**config.mk**
```make
export PLATFORM = sky130hd
export DESIGN_NAME = dst_modport
export DESIGN_NICKNAME = d
export VERILOG_FILES = /design/src/rtl/dst_modport.sv
export SDC_FILE = /design/constraint.sdc
export NUM_CORES = 1
export LEC_CHECK = 0
export CORE_MARGIN = 2
export CORE_UTILIZATION = 55
export CTS_CLUSTER_DIAMETER = 50
export DETAILED_ROUTE_END_ITERATION = 7
export PLACE_DENSITY = 0.8
export SETUP_SLACK_MARGIN = 0.3
export SYNTH_ARGS = -nofsm -noshare
export SYNTH_HDL_FRONTEND = slang
export SYNTH_SLANG_ARGS = --single-unit
```
**constraint.sdc**
```tcl
create_clock -name clock -period 3.4 [get_ports clock]
set_input_delay 1.02 -clock clock [delete_from_list [all_inputs] [get_ports clock]]
set_output_delay 1.02 -clock clock [all_outputs]
set_load 0.1 [all_outputs]
```
**src/rtl/dst_modport.sv**
```systemverilog
// dst_modport: destination-side output port of the 1x3 router.
// Buffers core bytes (plus header marker) in a FIFO, presents them to the
// reader through valid_out / read_enb / data_out, and tracks packet length.
// Optional feature: define DST_TIMEOUT_EN to build the read-timeout flush
// (soft_reset); when undefined soft_reset is tied low.
module dst_modport #(
    parameter int unsigned DEPTH   = 16,
    parameter int unsigned WIDTH   = 8,
    parameter int unsigned TIMEOUT = 30
) (
    input  logic             clock,
    input  logic             resetn,
    input  logic             write_enb,
    input  logic             lfd_state,
    input  logic [WIDTH-1:0] data_in,
    input  logic             read_enb,
    output logic [WIDTH-1:0] data_out,
    output logic             valid_out,
    output logic             full,
    output logic             empty,
    output logic             soft_reset
);

    localparam int unsigned AW   = $clog2(DEPTH);
    localparam int unsigned CW   = AW + 1;
    // Header length field is data[WIDTH-1:2]; one extra bit holds length+1.
    localparam int unsigned PKTW = WIDTH - 1;

    logic [WIDTH:0]     mem_q [DEPTH];
    logic [AW-1:0]      wr_ptr_q, wr_ptr_d;
    logic [AW-1:0]      rd_ptr_q, rd_ptr_d;
    logic [CW-1:0]      count_q, count_d;
    logic [PKTW-1:0]    pkt_q, pkt_d;
    logic [WIDTH-1:0]   data_out_q, data_out_d;

    logic               do_wr, do_rd, flush;
    logic [WIDTH:0]     rd_entry;
    logic               rd_hdr;
    logic [WIDTH-1:0]   rd_byte;

    assign full      = (count_q == CW'(DEPTH));
    assign empty     = (count_q == '0);
    assign valid_out = ~empty;
    assign data_out  = data_out_q;

    // A write coinciding with a flush is discarded along with the buffer.
    assign do_wr = write_enb & ~full & ~flush;
    assign do_rd = read_enb & ~empty;

    assign rd_entry = mem_q[rd_ptr_q];
    assign rd_hdr   = rd_entry[WIDTH];
    assign rd_byte  = rd_entry[WIDTH-1:0];

`ifdef DST_TIMEOUT_EN
    localparam int unsigned TW = $clog2(TIMEOUT + 1);

    logic [TW-1:0] timeout_q;
    logic          soft_reset_q;

    assign flush      = valid_out & ~read_enb & (timeout_q == TW'(TIMEOUT - 1));
    assign soft_reset = soft_reset_q;

    // Count consecutive cycles where data waits unread; pulse soft_reset on expiry.
    always_ff @(posedge clock or negedge resetn) begin
        if (!resetn) begin
            timeout_q    <= '0;
            soft_reset_q <= 1'b0;
        end else begin
            soft_reset_q <= flush;
            if (flush) begin
                timeout_q <= '0;
            end else if (valid_out && !read_enb) begin
                timeout_q <= timeout_q + TW'(1);
            end else begin
                timeout_q <= '0;
            end
        end
    end
`else
    assign flush      = 1'b0;
    assign soft_reset = 1'b0;
`endif

    // Storage array; contents need no reset since pointers define validity.
    always_ff @(posedge clock) begin
        if (do_wr) begin
            mem_q[wr_ptr_q] <= {lfd_state, data_in};
        end
    end

    // Next-state for pointers and occupancy.
    always_comb begin
        wr_ptr_d = wr_ptr_q;
        rd_ptr_d = rd_ptr_q;
        count_d  = count_q;
        if (flush) begin
            wr_ptr_d = '0;
            rd_ptr_d = '0;
            count_d  = '0;
        end else begin
            if (do_wr) wr_ptr_d = wr_ptr_q + AW'(1);
            if (do_rd) rd_ptr_d = rd_ptr_q + AW'(1);
            case ({do_wr, do_rd})
                2'b10:   count_d = count_q + CW'(1);
                2'b01:   count_d = count_q - CW'(1);
                default: count_d = count_q;
            endcase
        end
    end

    // Next-state for read data and packet byte counter.
    always_comb begin
        pkt_d      = pkt_q;
        data_out_d = data_out_q;
        if (flush) begin
            pkt_d      = '0;
            data_out_d = '0;
        end else if (do_rd) begin
            if (rd_hdr) begin
                // Payload length plus the trailing parity byte.
                pkt_d      = {1'b0, rd_byte[WIDTH-1:2]} + PKTW'(1);
                data_out_d = rd_byte;
            end else if (pkt_q == '0) begin
                // Bytes outside any packet are suppressed.
                data_out_d = '0;
            end else begin
                pkt_d      = pkt_q - PKTW'(1);
                data_out_d = rd_byte;
            end
        end
    end

    // State registers.
    always_ff @(posedge clock or negedge resetn) begin
        if (!resetn) begin
            wr_ptr_q   <= '0;
            rd_ptr_q   <= '0;
            count_q    <= '0;
            pkt_q      <= '0;
            data_out_q <= '0;
        end else begin
            wr_ptr_q   <= wr_ptr_d;
            rd_ptr_q   <= rd_ptr_d;
            count_q    <= count_d;
            pkt_q      <= pkt_d;
            data_out_q <= data_out_d;
        end
    end

endmodule

```
==> reports/qor.log, run 1 <==
INFO  placed_design  count_of_buffers_from_port_buffering=23
INFO  cts            tritoncts=done
INFO  routing        dr.pass1.iters=5
INFO  logic_synthesis synth_area_leaders=sky130_fd_sc_hd__edfxtp_1, sky130_fd_sc_hd__dfrtp_1, sky130_fd_sc_hd__mux4_1
INFO  floorplanning  die_h=118.8microns
INFO  setup_path     worstPathArrival=1.84ns
INFO  logic_synthesis synth.ff_latch_count=172
INFO  logic_synthesis synth_top_area_share=59.64%
INFO  logic_synthesis top_count_cell_post_synth=sky130_fd_sc_hd__edfxtp_1
INFO  sta            max-slew-margin-rel=49.88%
INFO  floorplanning  floorplan.initialDensity=56.99%
INFO  power          p_leak=3.011nW
INFO  global_routing grt_pass1_wl=22080microns
INFO  cts            cts-buffers-inserted=17
INFO  power          combinationalPowerShare=36.9%
INFO  sta            report.final.setup_viol=0
INFO  global_routing track_usage=21.64%
INFO  routing        drt-vias-per-instance=5.910
INFO  setup_path     cp_slowest_cell=sky130_fd_sc_hd__nor4_1
INFO  global_routing overflow_after_grt=0
INFO  logic_synthesis synthCells=404
INFO  sta            final-hold-violation-count=0
INFO  setup_path     crit_path_cell_trace=nor4_1, nand2b_2, inv_1, buf_4
INFO  final_layout   number_of_nets_in_the_layout=480
INFO  setup_path     cp.required=2.38ns
INFO  placed_design  hpwlAfterDp=9197microns
INFO  routing        total_wirelength_of_the_detailed_routed_design=13980microns
INFO  power          sequentialPowerShare=39.4%
INFO  floorplanning  io_pins=25
INFO  sta            worst-slew-pin-transition=0.7518ns
INFO  final_layout   final_cell_count_no_fill=636
INFO  routing        post_route_ant_nets=0
INFO  global_routing globalRouteMet1Util=29.41%
INFO  cts            ctsRootBufferMaster=sky130_fd_sc_hd__clkbuf_16
INFO  cts            clock_latency=0.43ns
INFO  routing        drc=0
INFO  sta            max_clock_freq=350.2MHz
INFO  power          internal_power=0.004720W
INFO  logic_synthesis yosysWarningCount=0
INFO  sta            grt_setup_unrepaired=false
INFO  sta            period_needed=2.856ns
INFO  logic_synthesis mappedNetlistArea=7251squm
INFO  min_path       worst_hold_path_type=flop to flop
INFO  power          power_switching_share=35.85%
INFO  placed_design  post-place-cells=607
INFO  final_layout   antenna_cells_inserted=0
INFO  routing        dr_vias=3759
INFO  routing        initial_drc_count=436
INFO  cts            cts-resized-gates=0
INFO  floorplanning  floorplan.die_area=14120squm
INFO  global_routing antenna_found_initial=0
INFO  min_path       worst_hold_path.num_cells=2
INFO  setup_path     worstPathMaxFanout=4
INFO  power          power_switching=0.002637W
INFO  cts            clock_tree.buffer_depth=2
INFO  sta            fin_crit_sh=84.00%
INFO  placed_design  gpl.final_weighted_congestion=0.8671
INFO  global_routing global_route.usage.met2=34.27%
INFO  cts            cts_setup_buffers=0
INFO  logic_synthesis post_synth.cell_area_avg=17.95squm
INFO  setup_path     setup.worst_path.class=flop to output port
INFO  logic_synthesis sequential_fraction_of_the_synthesis_area=69.30%
INFO  logic_synthesis synth_top_cells_by_count=sky130_fd_sc_hd__edfxtp_1, sky130_fd_sc_hd__dfrtp_1, sky130_fd_sc_hd__nand2_1, sky130_fd_sc_hd__mux4_1, sky130_fd_sc_hd__nor2_1
INFO  setup_path     max_stage_delay_on_crit_path=0.50ns
INFO  logic_synthesis synth-async-reset-ratio=16.28%
INFO  sta            timing.clock.skew=0.009408ns
INFO  logic_synthesis synth_top_flop_cell=sky130_fd_sc_hd__edfxtp_1
INFO  power          worst_vdd_rail_ir_drop=0.4574mV
INFO  cts            worst_setup_hold_path_clk_slew=0.06ns
INFO  global_routing globalRoute.busiestLayer=met2
INFO  global_routing use_met3=5.316%
INFO  sta            totalNegativeSetupSlack=0ns
INFO  floorplanning  fp.dieW=118.8microns
INFO  sta            final.hold.worst_slack=0.4825ns
INFO  floorplanning  standard_cell_row_count=41
INFO  job            drv_cap=0
INFO  power          pwr-share-clk=23.7%
INFO  routing        post_drt_wl_per_cell=21.98microns
INFO  sta            final_critical_path_setup_slack=0.5441ns
INFO  setup_path     critical_path.endpoint_type=output port
INFO  setup_path     reg2reg_depth=13
INFO  cts            numClockSinks=172
INFO  cts            postCtsHoldBufs=0
INFO  sta            final-max-slew-violation-count=0
INFO  logic_synthesis ys_types=47
INFO  cts            htreeDepth=4
INFO  logic_synthesis synth-edff-count=144
INFO  placed_design  pre_cts_slack=0.2781ns
INFO  global_routing grt_start_max_net_pins=37
INFO  logic_synthesis synth_top_area_cell=sky130_fd_sc_hd__edfxtp_1
INFO  status         status=finished clean
INFO  floorplanning  core_area=12720squm
INFO  power          power_per_cell_area=888.6nW/um^2
INFO  logic_synthesis mappedNetlistNets=430
INFO  global_routing first_global_vias=3836
INFO  final_layout   share_of_final_layout_standard_cells_stronger_than_drive_strength_1=19.61%
INFO  final_layout   relative_area_change_from_synthesis_to_final_layout=14.18%
INFO  setup_path     critical_path.startpoint_type=flop
## cell usage in the layout, fill, tap and decap left out, types with 14 or more instances in the layout
master	Yosys	layout
sky130_fd_sc_hd__buf_4	1	38
sky130_fd_sc_hd__clkbuf_16	0	17
sky130_fd_sc_hd__mux4_1	25	25
sky130_fd_sc_hd__mux4_2	14	14
sky130_fd_sc_hd__nor2_1	21	21
sky130_fd_sc_hd__inv_1	14	14
sky130_fd_sc_hd__nand2_1	26	25
sky130_fd_sc_hd__edfxtp_1	144	144
sky130_fd_sc_hd__dfrtp_1	28	27
## flip-flops by register name (all words and copies together), names as in the netlist
name,count
data_out,8
mem_q,144
pkt_q,7
rd_ptr_q,4
count_q,5
wr_ptr_q,4
## per-stage QoR
| step | util [%] | cell area [sq um] | total power (W) |
|---|---|---|---|
| final | 65.08 | 8279 | 0.007357 |
| after global routing | 65.08 | 8279 | 0.007725 |
| after CTS | 65.08 | 8279 | 0.007416 |
| after detailed placement | 60.95 | 7754 | 0.005660 |
| after global placement | 60.95 | 7754 | 0.005540 |
| after floorplan | - | 7256 | 0.004983 |
## cell families (layout without fill, tap and decap cells)
family          count (synthesis)  in the layout  share of synthesized area (%)
flops                         172            172                          69.30
simple gates                   90             90                          6.126
mux                            43             43                          14.13
compound gates                 37             37                          3.641
buf+inv                        34             94                          2.709
xor+xnor                       14             14                          1.691
fa+ha+maj                      13             13                          2.347
other cells                     1              1                        0.05172
## cell type report
| type | instances | area [sq um] |
|---|---|---|
| Sequential cell | 172 | 5026 |
| Fill cell | 868 | 4443 |
| Multi-Input combinational cell | 198 | 2034 |
| Clock buffer | 18 | 429.2 |
| Timing Repair Buffer | 51 | 425.4 |
| Tap cell | 172 | 215.2 |
| Clock inverter | 11 | 96.34 |
| Inverter | 14 | 52.55 |
## per-layer routing
metal  vias to the layer above  wire [microns]
li1                       1696               -
met1                      1907            5822
met2                       136            7175
met3                        20             754
met4                         0             227
met5                         -               0
## worst max-delay path, delay by kind of cell (launching register included)
kind / cells / cell delay (ns)
buf+inv: 2 / 0.35
flops: 1 / 0.42
simple gates: 2 / 0.64
## power by group through the flow
| stage | Sequential [W] | Clock (W) | Combinational, W |
|---|---|---|---|
| floorplan | 0.00312 | 0 | 0.00186 |
| global placement | 0.00290 | 0 | 0.00264 |
| detailed placement | 0.00293 | 0 | 0.00273 |
| CTS | 0.00290 | 0.00178 | 0.00274 |
| global route | 0.00294 | 0.00186 | 0.00293 |
| finish | 0.00290 | 0.00174 | 0.00272 |
## path summary, 6_finish.rpt
kind | startpoint | endpoint | slack [ns]
setup / recovery | count_q[0] | empty | 0.54
hold / removal | data_out[6] | data_out[6] | 0.48
setup reg to reg | count_q[0] | count_q[4] | 0.63
hold reg to reg | data_out[6] | data_out[6] | 0.48
max in group asynchronous | resetn | rd_ptr_q[0] | 2.14
min in group asynchronous | resetn | count_q[3] | 0.97
Power figures use the tool's default switching activity.
==> run 2: changes to the inputs <==
Settings changed: PLACE_DENSITY 0.8 to 0.83.
Clock period 3.4 ns to 2.4 ns, I/O delays scaled along.
==> run 2 against run 1 <==
Compared with the run above:
- the run now ends with setup timing left
- sequential power grew 42%
- combinational power grew 110%
- non-clock buffer count grew 42
- worst hold slack gained 0.021 ns
- setup slack lost 0.56 ns
- via count grew 5.9%
- wire length grew 13%
- register-to-register slack lost 0.63 ns
- clock power grew 58%
- cell count grew 7.1%
==> reports/qor.log, run 2 (same netlist as run 1, synthesis figures left out) <==
INFO  sta            period_needed=2.417ns
INFO  global_routing grt_start_max_net_pins=37
INFO  floorplanning  io_pins=25
INFO  routing        drc=0
INFO  cts            tritoncts=done
INFO  sta            final.hold.worst_slack=0.5039ns
INFO  global_routing overflow_after_grt=0
INFO  final_layout   antenna_cells_inserted=0
INFO  floorplanning  fp.dieW=118.8microns
INFO  final_layout   mostFrequentLayoutCells=sky130_fd_sc_hd__edfxtp_1, sky130_fd_sc_hd__buf_4, sky130_fd_sc_hd__mux4_2
INFO  final_layout   fill_cells=753
INFO  setup_path     worstPathMaxFanout=3
INFO  cts            clock_tree.buffer_depth=2
INFO  sta            max_clock_freq=413.8MHz
INFO  sta            fin_crit_sh=100.7%
INFO  global_routing antenna_found_initial=0
INFO  setup_path     reg2reg_depth=13
INFO  global_routing track_usage=23.55%
INFO  status         violated_checks=setup timing
INFO  final_layout   final_design_area_no_fill=9096squm
INFO  setup_path     worst_r2r_startpoint=count_q[2]
INFO  setup_path     cp.required=1.68ns
INFO  setup_path     max_stage_delay_on_crit_path=0.45ns
INFO  global_routing grt_pass1_wl=24020microns
INFO  setup_path     critical_path.endpoint_type=output port
INFO  power          p_leak=3.263nW
INFO  floorplanning  die_h=118.8microns
INFO  routing        total_wirelength_of_the_detailed_routed_design=15730microns
INFO  min_path       whs_endpoint=count_q[4]
INFO  setup_path     worstPathArrival=1.70ns
INFO  power          worst_vdd_rail_ir_drop=0.6889mV
INFO  setup_path     reg2reg_to=count_q[4]
INFO  final_layout   number_of_nets_in_the_layout=522
INFO  setup_path     crit_path_cell_trace=nor4_4, nand2_1, buf_4, clkinvlp_4, buf_12
INFO  routing        dr.pass1.iters=4
INFO  min_path       worst_hold_path.num_cells=1
INFO  routing        post_drt_wl_per_cell=23.10microns
INFO  routing        post_route_ant_nets=0
INFO  cts            ctsRootBufferMaster=sky130_fd_sc_hd__clkbuf_16
INFO  cts            cts-buffers-inserted=17
INFO  placed_design  placed_cell_area=8045squm
INFO  cts            worst_setup_hold_path_clk_slew=0.06ns
INFO  setup_path     setup.worst_path.class=flop to output port
INFO  sta            max-slew-margin-rel=61.84%
INFO  sta            grt_setup_unrepaired=true
INFO  power          power_per_cell_area=1394nW/um^2
INFO  cts            htreeDepth=4
INFO  job            drv_cap=0
INFO  sta            final-hold-violation-count=0
INFO  setup_path     critical_path.startpoint_type=flop
INFO  floorplanning  floorplan.initialDensity=56.99%
INFO  final_layout   largest_register_ffs=144
INFO  setup_path     rrSetupSlack=0ns
INFO  min_path       timing.hold.worst.start=count_q[4]
INFO  floorplanning  floorplan.die_area=14120squm
INFO  final_layout   relative_area_change_from_synthesis_to_final_layout=25.45%
INFO  floorplanning  standard_cell_row_count=41
INFO  cts            clock_latency=0.42ns
INFO  min_path       worst_hold_path_type=flop to flop
INFO  sta            final_critical_path_setup_slack=-0.01666ns
INFO  sta            final-max-slew-violation-count=0
INFO  final_layout   share_of_final_layout_standard_cells_stronger_than_drive_strength_1=40.47%
INFO  placed_design  count_of_buffers_from_port_buffering=23
INFO  final_layout   final_core_util=71.50%
INFO  sta            report.final.setup_viol=3
INFO  routing        drt-vias-per-instance=5.846
INFO  sta            worst-slew-pin-transition=0.5706ns
INFO  routing        initial_drc_count=390
INFO  sta            timing.clock.skew=0.01112ns
INFO  global_routing first_global_vias=4140
INFO  placed_design  gpl.final_weighted_congestion=0.8010
INFO  setup_path     cp_slowest_cell=sky130_fd_sc_hd__dfrtp_2
INFO  cts            postCtsHoldBufs=0
INFO  final_layout   regMostFlops=mem_q
INFO  placed_design  hpwlAfterDp=9409microns
INFO  status         status=finished with violations
INFO  final_layout   layout.cells.most_common=sky130_fd_sc_hd__edfxtp_1
INFO  cts            numClockSinks=172
INFO  floorplanning  core_area=12720squm
INFO  routing        dr_vias=3981
## run 2: worst max path at each step
stage	start	to	slack, ns	depth (start not counted)
2_1_floorplan	count_q[2]	count_q[4]	-0.16	14
3_3_place_gp	read_enb	count_q[4]	-0.20	12
3_5_place_dp	read_enb	count_q[4]	-0.26	12
4_1_cts	count_q[1]	full	-0.005	5
5_1_grt	count_q[2]	count_q[4]	-0.11	13
6_report	count_q[2]	full	-0.02	5
## run 2: stage by stage
| step | cells | TNS [ns] | setup WS (ns) | total power, W |
|---|---|---|---|---|
| finish | 681 | -0.02677 | -0.01666 | 0.01268 |
| global route | 681 | -0.3564 | -0.1064 | 0.01321 |
| CTS | 676 | -0.01027 | -0.005234 | 0.01239 |
| detailed placement | 627 | -0.5859 | -0.2553 | 0.008642 |
| global placement | 627 | -0.3585 | -0.2019 | 0.008448 |
| floorplan | 404 | -0.2168 | -0.1577 | 0.007264 |
## run 2: power by group
part / switching (W) / internal [W]
Sequential: 0.000377 / 0.00374
Combinational: 0.00305 / 0.00277
Clock: 0.00111 / 0.00164
Total: 0.00453 / 0.00815
## run 2: layer usage
layer | track usage (%) | vias up | wire, microns
met3 | 6.992 | 24 | 985
met5 | 0 | - | 0
met4 | 6.399 | 0 | 290
li1 | - | 1771 | -
met1 | 30.23 | 2034 | 6242
met2 | 39.48 | 152 | 8216
## run 2: critical path, delay by kind of cell (launching register included)
family                 cells  cell delay [ns]
AND/OR/NAND/NOR            2             0.43
flip-flops                 1             0.45
buffers and inverters      3             0.40
## run 2: layout make-up
class / instances / area, sq um / share of cell area, %
timing repair buffer: 93 / 939.7 / 10.33
multi-input combinational: 198 / 2247 / 24.70
clock buffer: 18 / 429.2 / 4.718
sequential: 172 / 5030 / 55.30
tap: 172 / 215.2 / 2.366
clock inverter: 14 / 171.4 / 1.884
inverter: 14 / 63.81 / 0.7015
## run 2: what timing repair did
item,4_1_cts,5_1_grt
endpoints found under the setup margin,21,21
pin swaps,28,27
resized for setup,65,15
gates cloned,2,0
buffers inserted,15,5
